==> src/rtl/alu_ctrl_sequencer.sv <==
// alu_ctrl_sequencer: multi-cycle control unit issuing opcodes and controls to the datapath ALU.
// Accepts one instruction at a time over a valid/ready handshake and walks it through
// FETCH -> EXEC -> (MEM) -> FETCH. Optional retire counter enabled by ALU_CTRL_RETIRE_CNT_EN.
module alu_ctrl_sequencer #(
  parameter int unsigned IW = 9,
  parameter int unsigned W  = 8
) (
  input  logic          Clk,
  input  logic          Reset,
  input  logic          Start,
  input  logic [IW-1:0] Instr,
  input  logic          Instr_valid,
  output logic          Instr_ready,
  output logic [2:0]    Alu_op,
  input  logic          Alu_zero,
  output logic [2:0]    Rf_ra,
  output logic [2:0]    Rf_rb,
  output logic          Rf_we,
  output logic          Wb_sel,
  output logic          Mem_req,
  output logic          Mem_we,
  input  logic          Mem_ack,
  output logic          Pc_branch,
  output logic [W-1:0]  Pc_offset,
  output logic          Done
`ifdef ALU_CTRL_RETIRE_CNT_EN
  ,
  output logic [15:0]   Retire_cnt
`endif
);

  typedef enum logic [2:0] {
    StIdle,
    StFetch,
    StExec,
    StMem,
    StHalt
  } state_e;

  state_e        state_q, state_d;
  logic [IW-1:0] ir_q, ir_d;
  logic          z_q, z_d;

  // Operand fields and branch offset come straight from IR in every state.
  assign Rf_ra     = ir_q[5:3];
  assign Rf_rb     = ir_q[2:0];
  assign Pc_offset = {{(W-6){ir_q[5]}}, ir_q[5:0]};

  // State, instruction register and zero flag.
  always_ff @(posedge Clk or negedge Reset) begin
    if (!Reset) begin
      state_q <= StIdle;
      ir_q    <= '0;
      z_q     <= 1'b0;
    end else begin
      state_q <= state_d;
      ir_q    <= ir_d;
      z_q     <= z_d;
    end
  end

  // Next-state decode and all control outputs.
  always_comb begin
    state_d     = state_q;
    ir_d        = ir_q;
    z_d         = z_q;
    Instr_ready = 1'b0;
    Alu_op      = ir_q[8] ? 3'b000 : {1'b0, ir_q[7:6]};
    Rf_we       = 1'b0;
    Wb_sel      = 1'b0;
    Mem_req     = 1'b0;
    Mem_we      = 1'b0;
    Pc_branch   = 1'b0;
    Done        = 1'b0;
    unique case (state_q)
      StIdle: begin
        if (Start) state_d = StFetch;
      end
      StFetch: begin
        Instr_ready = 1'b1;
        if (Instr_valid) begin
          ir_d    = Instr;
          state_d = StExec;
        end
      end
      StExec: begin
        if (!ir_q[8]) begin
          // ALU op: write ALU result and capture Zero for a later BZ.
          Rf_we   = 1'b1;
          z_d     = Alu_zero;
          state_d = StFetch;
        end else begin
          unique case (ir_q[7:6])
            2'b00, 2'b01: state_d = StMem;
            2'b10: begin
              Pc_branch = z_q;
              state_d   = StFetch;
            end
            default: state_d = StHalt;
          endcase
        end
      end
      StMem: begin
        // IR[6] distinguishes STR (1) from LDR (0).
        Mem_req = 1'b1;
        Mem_we  = ir_q[6];
        if (Mem_ack) begin
          Rf_we   = ~ir_q[6];
          Wb_sel  = ~ir_q[6];
          state_d = StFetch;
        end
      end
      StHalt: begin
        Done = 1'b1;
        if (Start) state_d = StFetch;
      end
      default: state_d = StIdle;
    endcase
  end

`ifdef ALU_CTRL_RETIRE_CNT_EN
  logic        start_acc;
  logic        retire;
  logic [15:0] retire_cnt_q;

  assign start_acc  = Start && ((state_q == StIdle) || (state_q == StHalt));
  assign retire     = ((state_q == StExec) && (state_d == StFetch)) ||
                      ((state_q == StMem) && Mem_ack);
  assign Retire_cnt = retire_cnt_q;

  // Retired-instruction counter; wraps naturally at 16 bits.
  always_ff @(posedge Clk or negedge Reset) begin
    if (!Reset) begin
      retire_cnt_q <= '0;
    end else if (start_acc) begin
      retire_cnt_q <= '0;
    end else if (retire) begin
      retire_cnt_q <= retire_cnt_q + 16'd1;
    end
  end
`endif

endmodule

==> config.mk <==
export PLATFORM = sky130hd
export DESIGN_NAME = alu_ctrl_sequencer
export DESIGN_NICKNAME = d
export VERILOG_FILES = /design/src/rtl/alu_ctrl_sequencer.sv
export SDC_FILE = /design/constraint.sdc
export NUM_CORES = 1
export LEC_CHECK = 0
export CAP_MARGIN = 20
export CORE_MARGIN = 2
export CORE_UTILIZATION = 35
export DETAILED_ROUTE_END_ITERATION = 6
export GPL_TIMING_DRIVEN = 1
export MAX_ROUTING_LAYER = met4
export PLACE_DENSITY = 0.73
export SYNTH_ARGS = -nofsm -noshare
export SYNTH_HDL_FRONTEND = slang
export SYNTH_SLANG_ARGS = --single-unit
==> constraint.sdc <==
create_clock -name Clk -period 1.4 [get_ports Clk]
set_input_delay 0.42 -clock Clk [delete_from_list [all_inputs] [get_ports Clk]]
set_output_delay 0.42 -clock Clk [all_outputs]
set_load 0.01 [all_outputs]
### Yosys cells after proc, flatten, opt, wreduce, memory -nomap -nowiden

Cells that the tools add are included.

* register bits: 13
* logic and storage cells: 39
* bits of input ports: 15

* bitwise operators: 2
* reductions and logical operators: 7
* equality and inequality tests: 9
* multiplexer cells: 18

Operators with widths (count)
* $mux W3: 4
* $pmux W3 S4: 1
* $mux W1: 10
* $eq A3 B2 Y1 const B: 2
* $pmux W3 S2: 1
* $ne A2 B2 Y1 const B: 2
* $reduce_and A2 Y1: 2
* $reduce_or A2 Y1: 2
* $eq A3 B1 Y1 const B: 1
* $eq A3 B3 Y1 const B: 1
* $logic_not A3 Y1: 1
* $reduce_and A3 Y1: 1
* $eq A2 B1 Y1 const B: 1
* $eq A2 B2 Y1 const B: 1
* $logic_not A2 Y1: 1
* $mux W2: 1
* $ne A2 B1 Y1 const B: 1
* $not A1 Y1: 2
* $pmux W1 S2: 1

### Longest topological paths before layout

Gate-level depths: netlist of the first run.

* word-level depth: 5
* gate-level depth with buffers: 5
* depth with buffers taken out: 3

### Least setup slack after synthesis of the first run

OpenSTA, ideal clock, no wires.

* path type: flip-flop to output port
* start: register state_q[0]
* end: output Wb_sel
* stages on the path, launching flop included: 5
* required time: 980 ps
* data arrival time: 1039 ps
* buffers on the path: 1
* path slack: -59 ps
* path through: dfrtp_1 -> buf_6 -> nor2b_4 -> nand2_1 -> nor3b_1

* word-level cells in the longest chain between the ends: 2

Ends and longest elaborated chain
* from (decl): RTL line 40 `state_e state_q, state_d;`
* from (signal assigned): RTL line 52 `state_q <= StIdle;`
* from (signal assigned): RTL line 56 `state_q <= state_d;`
* $eq A3 B2 Y1: RTL line 75 `unique case (state_q)`
* $mux W1: RTL line 75
* to (decl): RTL line 19 `output logic Wb_sel,`

Every way passes these cells.

### Final worst setup path of the first run

* start: register state_q[2]
* end: output Pc_branch

* word-level cells in the longest chain between the ends: 2

Ends and longest elaborated chain
* $eq A3 B2 Y1: RTL line 75
* $mux W1: RTL line 75
* to (decl): RTL line 23 `output logic Pc_branch,`

Every way passes these cells.

==> results.md, run 1 <==
- CP endpoint kind: output pin
- Maximum net fanout on the critical path: 3
- Non-Filler Instances: 161
- Core footprint: 0.002212 mm²
- Multiplexer share of the synthesized area: 19.26%
- Total power: 3367 µW
- Post-Synth Simple-Gate Area: 15.10%
- Final setup skew: 0.01332 ns
- Quantity of I/O buffers inserted on ports: 37
- Syn Inst Count: 71
- Yosys top cell area share: 40.06%
- P&R area growth vs syn: 80.89%
- Min-delay worst type: primary input to async pin
- Ant. Diodes: 0
- Worst path required time: 0.98 ns
- Nets: 149
- First-pass GRT wire length: 3525 µm
- WL final: 2351 µm
- # hold bufs at CTS: 0
- Synth Area in Adders: 0%
- Mapped Avg Cell Area: 11.44 µm²
- Largest net degree at the start of global routing: 14
- Worst setup SP type: flop
- CTS buffer count: 3
- Initial antenna violation count: 0
- Synthesized flop and latch total: 13
- Status: finished, violations left
- Fin Hold WS: 0.4153 ns
- Leakage: 0.0007411 µW
- Total die area: 0.002721 mm²
- Vias: 774
- Final period util: 131.1%
- Ports: 39
- Vias in the first global route: 743
- Placement Setup Slack: -0.6557 ns
- Std cell rows: 17
- Placed cell count: 136
- Dpl cell area: 0.001215 mm²
- Total GRT Usage: 18.31%
- WL/cell: 14.60 µm
- Sequential share of the synthesized area: 40.06%
- Final Wtd Congestion: 0.7426
- Sequential standard cell area: 326.6 µm²
- RSZ-0062 raised after global routing: true
- Total grt overflow: 0
- Peak VDD IR: 1.321 mV
- Max cap viols: 0
- Fillers: 174
- Synth unique cells: 27
- Synth Area in XOR/XNOR: 0%
- H-tree depth: 1
- Crit path kind: flop to output pin
- DRT iter0 DRCs: 9
- Tmin final: 1.835 ns
- Violated checks: setup timing
- CTS Sinks: 13
- Cell area after synthesis: 812.0 µm²
- Post-DP HPWL: 1306 µm
- Slew Limit Fails: 0
- CP max stage delay: 0.45 ns
- CP max-delay cell: dfrtp_1
- Layout cells sized above 1: 61.65%
- Final hold vios: 0
- Worst-path clk slew: 0.10 ns
- Yosys warning count: 0
- Maximum clock frequency: 0.5449 GHz
- Post-Syn Nets: 86
- Die Span Y: 52.17 µm
- Final setup fails: 20
- PnR worst setup slack: -0.4352 ns
- Crit-path cells: buf_6 -> nand2b_4 -> inv_2 -> and4_1 -> buf_2
- Initial Utilization: 36.71%
- Die width: 52.17 µm
- Routed vias/inst: 4.807
- Power per Cell Area: 2293 mW/mm²
- Number of nets still failing antenna checks after routing: 0
- Critical path arrival: 1.42 ns
- R2R setup slack: -0.18 ns
- Largest family of logic cells by synthesized area: multiplexers
- Post-route cell area: 0.001469 mm²
- Detailed-route DRC error count: 0
- CTS Root Cell: clkbuf_4
- Top cells by area, synth: dfrtp_1 40%, mux2_4 17%, buf_4 14%
- DR pass1 iterations: 4
- Compound-Gate Fraction of Synth Area: 6.626%
- Area leader, netlist: dfrtp_1
- Multi-input gate area: 411.6 µm²
- Clock Latency Late Sink: 0.30 ns
- Worst-case clock buffer depth: 2
- CTS tree: done
## area by class of cell
cell class / count / area share, %
sequential: 13 / 22.23
tap: 28 / 2.385
clock buffer: 4 / 1.789
inverter: 4 / 1.022
multi-input combinational: 38 / 28.02
timing repair buffer: 74 / 44.55
## Yosys cell counts
cell type / n
a21o_1: 1
a21oi_1: 2
a221o_2: 1
a31oi_1: 1
a32o_1: 1
and2_1: 1
and2_2: 1
and3_4: 1
and3b_2: 1
and4_1: 1
and4bb_2: 1
buf_4: 15
buf_6: 2
conb_1: 1
dfrtp_1: 13
inv_1: 4
mux2_2: 1
mux2_4: 9
mux2i_1: 1
nand2_1: 1
nand2b_1: 1
nor2_1: 5
nor2b_1: 1
nor2b_4: 1
nor3_1: 2
nor3b_1: 1
o32ai_1: 1
## cells by family after synthesis
group	Yosys count
and+or+nand+nor	18
other	1
muxes	11
DFF	13
AOI/OAI and AO/OA	7
buffers and inverters	21
## power breakdown
part	leakage [µW]	total, µW	switching [µW]	internal (µW)
logic	0.000572	2390	909	1490
registers	0.000154	710	149	561
clock network	0.0000150	262	152	111
total	0.000741	3370	1210	2160
## registers in the layout, indices dropped and copies added (netlist names)
name	flops
ir_q	9
state_q	3
z_q	1
## metrics by stage
stage	TNS, ns	util [%]
after floorplan	0	-
after global placement	-6.182	54.92
after detailed placement	-6.568	54.92
after CTS	-2.615	60.69
after global routing	-4.246	66.40
final	-3.687	66.40
## layout by cell type (no fill, tap or decap)
master	count
clkbuf_1	1
buf_4	27
a31oi_1	1
clkdlybuf4s15_1	10
a21oi_1	2
o32ai_2	1
and4bb_2	1
clkbuf_4	3
and3b_2	1
nor2_2	1
nand2b_4	1
mux2_4	10
dfrtp_1	12
inv_2	2
nor3_4	1
mux2i_1	1
nor2_4	1
inv_1	2
and3_4	2
a221o_2	1
and2_4	2
nor3b_2	1
dfrtp_2	1
dlymetal6s2s_1	1
nand2_4	1
buf_2	8
nor2_1	3
nor3_1	1
nor2b_4	2
a21o_1	1
a32o_1	1
buf_6	15
and4_1	1
conb_1	1
clkdlybuf4s50_1	13
## worst paths after layout
kind	to	cells past startpoint	from
setup / recovery	Pc_branch	5	state_q[2]
hold reg to reg	z_q	1	z_q
min in group Clk	z_q	1	z_q
setup reg to reg	z_q	6	state_q[2]
max in group asynchronous	state_q[1]	2	Reset
hold / removal	ir_q[7]	2	Reset
## metal layers
layer  vias to the layer above  wire [µm]  GRT usage, %
met3                         6        160         2.874
li1                        355          -             -
met4                         0         55         8.120
met5                         -          0             -
met2                        42       1142         29.32
met1                       371        994         22.91
## critical path, delay by kind of cell (launching register included)
family / cells / cell delay [ns]
buffers and inverters: 3 / 0.34
flip-flops: 1 / 0.45
AND/OR/NAND/NOR: 2 / 0.33
## what timing repair did
item                                    CTS  global route
cloned                                    1             0
setup buffers                            11            13
endpoints found under the setup margin   34            32
gates resized for setup                  85            24
pin swaps                                 6             2
endpoints found under the hold margin     0             0
Power figures use the tool's default switching activity.
==> run 2: changes to the inputs <==
--- a/config.mk
+++ b/config.mk
@@ -5,6 +5,7 @@
 export SDC_FILE = /design/constraint.sdc
 export NUM_CORES = 1
 export LEC_CHECK = 0
+export ABC_AREA = 1
 export CAP_MARGIN = 20
 export CORE_MARGIN = 2
 export CORE_UTILIZATION = 35
==> constraint.sdc (replaced) <==
create_clock -name Clk -period 1.4 [get_ports Clk]
set_input_delay 0.28 -clock Clk [delete_from_list [all_inputs] [get_ports Clk]]
set_output_delay 0.28 -clock Clk [all_outputs]
set_load 0.01 [all_outputs]
==> run 2 against run 1 <==
Compared with the run above:
- the flow still finishes with violations (setup timing)
- design area is 11% lower
- first-iteration DRC count is 11% lower
- via count rose by 4.8%
- clock power is 9.2% lower
- die area is 1.0% higher
- synthesized cell count is 49% higher
- non-clock buffer count fell by 14
==> results.md, run 2 <==
- Status: finished, violations left
- Violated checks: setup timing
- Routed vias/inst: 4.481
- Ant. Diodes: 0
- CTS Root Cell: clkbuf_4
- DR pass1 iterations: 4
- Quantity of I/O buffers inserted on ports: 37
- Core footprint: 0.002212 mm²
- Vias in the first global route: 782
- WL final: 2034 µm
- Initial Utilization: 37.10%
- Vias: 811
- RSZ-0062 raised after global routing: true
- Min-delay worst type: primary input to async pin
- Worst setup SP type: flop
- Slew Limit Fails: 0
- CTS buffer count: 3
- Power per Cell Area: 2114 mW/mm²
- Number of nets still failing antenna checks after routing: 0
- Cell area after synthesis: 820.8 µm²
- Non-Filler Instances: 181
- Nets: 169
- R2R setup slack: 0.06 ns
- Final hold vios: 0
- Compound-Gate Fraction of Synth Area: 6.250%
- Biggest regs: ir_q (9), state_q (3), z_q (1)
- PnR worst setup slack: -0.1824 ns
- Combinational power share: 66.2%
- Clock power frac: 8.6%
- Critical path arrival: 1.30 ns
- CP max-delay cell: dfrtp_1
- Synth Area in Adders: 0%
- Post-route cell area: 0.001305 mm²
- Final setup skew: 0.01397 ns
- Peak VDD IR: 1.035 mV
- Largest register FFs: 9
- Layout cells sized above 1: 40.52%
- Worst-path clk slew: 0.09 ns
- Yosys warning count: 0
- Ports: 39
- Mapped Avg Cell Area: 7.743 µm²
- Synth Area in XOR/XNOR: 0%
- Largest family of logic cells by synthesized area: simple AND/OR/NAND/NOR gates
- H-tree depth: 1
- Synthesized flop and latch total: 13
- Syn Inst Count: 106
- Total GRT Usage: 15.60%
- Post-Syn Nets: 121
- Clock Latency Late Sink: 0.28 ns
- Final setup fails: 6
- Sequential share of the synthesized area: 39.63%
- Synth unique cells: 20
- Yosys top cell area share: 39.63%
- Placement Setup Slack: -0.4966 ns
- Top cells by area, synth: dfrtp_1 40%, buf_4 14%, nand2_1 12%
- Crit path kind: flop to output pin
- Post-DP HPWL: 1534 µm
- Most instantiated library cell after synthesis: nand2_1
- Main synth FF type: dfrtp_1
- Total grt overflow: 0
- Post-Synth Simple-Gate Area: 32.93%
- Total die area: 0.002748 mm²
- Most frequent cells after synthesis: 26 x nand2_1, 15 x buf_4, 13 x dfrtp_1
- Switching power: 1197 µW
- Switching Fraction: 43.40%
- Crit-path cells: nand2_2 -> nor2_4 -> inv_2 -> o31ai_2 -> buf_2
- Detailed-route DRC error count: 0
- Maximum clock frequency: 0.6319 GHz
- CP max stage delay: 0.42 ns
- Largest net degree at the start of global routing: 14
- Leakage: 0.0007064 µW
- Die Span Y: 52.43 µm
- Std cell rows: 17
- Placed cell count: 172
- Initial antenna violation count: 0
- Final period util: 113.0%
- P&R area growth vs syn: 58.99%
- Post-synth EDFFs: 0
- WL/cell: 11.24 µm
- Seq pwr share: 25.2%
- Area leader, netlist: dfrtp_1
- Tmin final: 1.582 ns
- Die width: 52.43 µm
- CTS Sinks: 13
- First-pass GRT wire length: 3077 µm
- Maximum net fanout on the critical path: 3
- Multiplexer share of the synthesized area: 0%
- # hold bufs at CTS: 0
- CTS tree: done
- DRT iter0 DRCs: 8
- Largest reg by FF count: ir_q
- Commonest cells after routing, fill and taps aside: 24 x nand2_1, 22 x buf_4, 14 x clkdlybuf4s50_1, 14 x dlygate4sd2_1, 12 x dfrtp_1
- Dpl cell area: 0.001232 mm²
- Final core utilization: 58.99%
- Fillers: 210
- Int Power: 1561 µW
- CP endpoint kind: output pin
- Max cap viols: 0
- Final Wtd Congestion: 0.8063
- Commonest non-fill, non-tap cell in the layout: nand2_1
- Worst-case clock buffer depth: 2
- Asr flop ratio synth: 100.0%
- Worst path required time: 1.12 ns
run 2: cell types whose count changed in the layout (fill, tap and decap cells not counted), moves of 9 or more:
cell | previous run | this run
buf_6 | 15 | 3
dlygate4sd2_1 | 0 | 14
mux2_4 | 10 | 0
nand2_1 | 0 | 24
clkdlybuf4s15_1 | 10 | 0
nand3_1 | 0 | 9
run 2: final timing paths:
kind	startpoint	end	cells after the start
worst min-delay path	Reset	ir_q[4]	2
worst max register to register	state_q[1]	ir_q[6]	8
worst min register to register	ir_q[4]	ir_q[4]	2
worst max-delay path	state_q[1]	Rf_we	5
max in group asynchronous	Reset	state_q[1]	2
min in group Clk	ir_q[4]	ir_q[4]	2
run 2: logic make-up (layout without fill, tap and decap cells):
| group | count (synthesis) | in the layout |
|---|---|---|
| other cells | 1 | 1 |
| compound gates | 7 | 7 |
| simple gates | 57 | 57 |
| flops | 13 | 13 |
| buf+inv | 28 | 75 |
run 2: power groups by stage:
stage	clock, µW	sequential, µW	combinational, µW
global placement	0	685	1740
finish	238	696	1820
CTS	247	670	1730
detailed placement	0	693	1780
floorplan	0	701	1040
global route	256	723	1980
run 2: layout make-up:
cell class / count / area (µm²) / share of cell area [%]
repair buffers: 60 / 496.7 / 38.06
flip-flops and latches: 13 / 326.6 / 25.02
multi-input cells: 65 / 375.4 / 28.76
inverters: 11 / 43.79 / 3.356
clock inverters: 1 / 5.005 / 0.3835
well taps: 28 / 35.03 / 2.685
clock buffers: 3 / 22.52 / 1.726
run 2: routing by layer:
metal | GRT usage (%) | part of all wire (%) | vias up
met2 | 27.92 | 53 | 30
met3 | 2.000 | 5.3 | 6
met5 | - | 0 | -
met1 | 16.31 | 40 | 370
li1 | - | - | 405
met4 | 8.974 | 2.5 | 0
run 2: what timing repair did:
action	CTS	global route
setup endpoints to repair	23	10
pin swaps	0	3
hold endpoints to repair	0	0
setup buffers	4	2
gates resized for setup	60	13
run 2: metrics by stage:
step | TNS, ns | hold slack [ns] | power (µW)
floorplan | 0 | -0.01559 | 1742
global placement | -1.671 | 0.4748 | 2429
detailed placement | -1.835 | 0.4837 | 2474
CTS | -0.6142 | 0.2847 | 2651
global route | -1.036 | 0.2976 | 2956
finish | -0.6403 | 0.2916 | 2759
run 2: worst max-delay path, delay by kind of cell (launching register included):
family	cells	cell delay, ns
simple gates	2	0.22
buf+inv	2	0.23
compound gates	1	0.17
flops	1	0.42
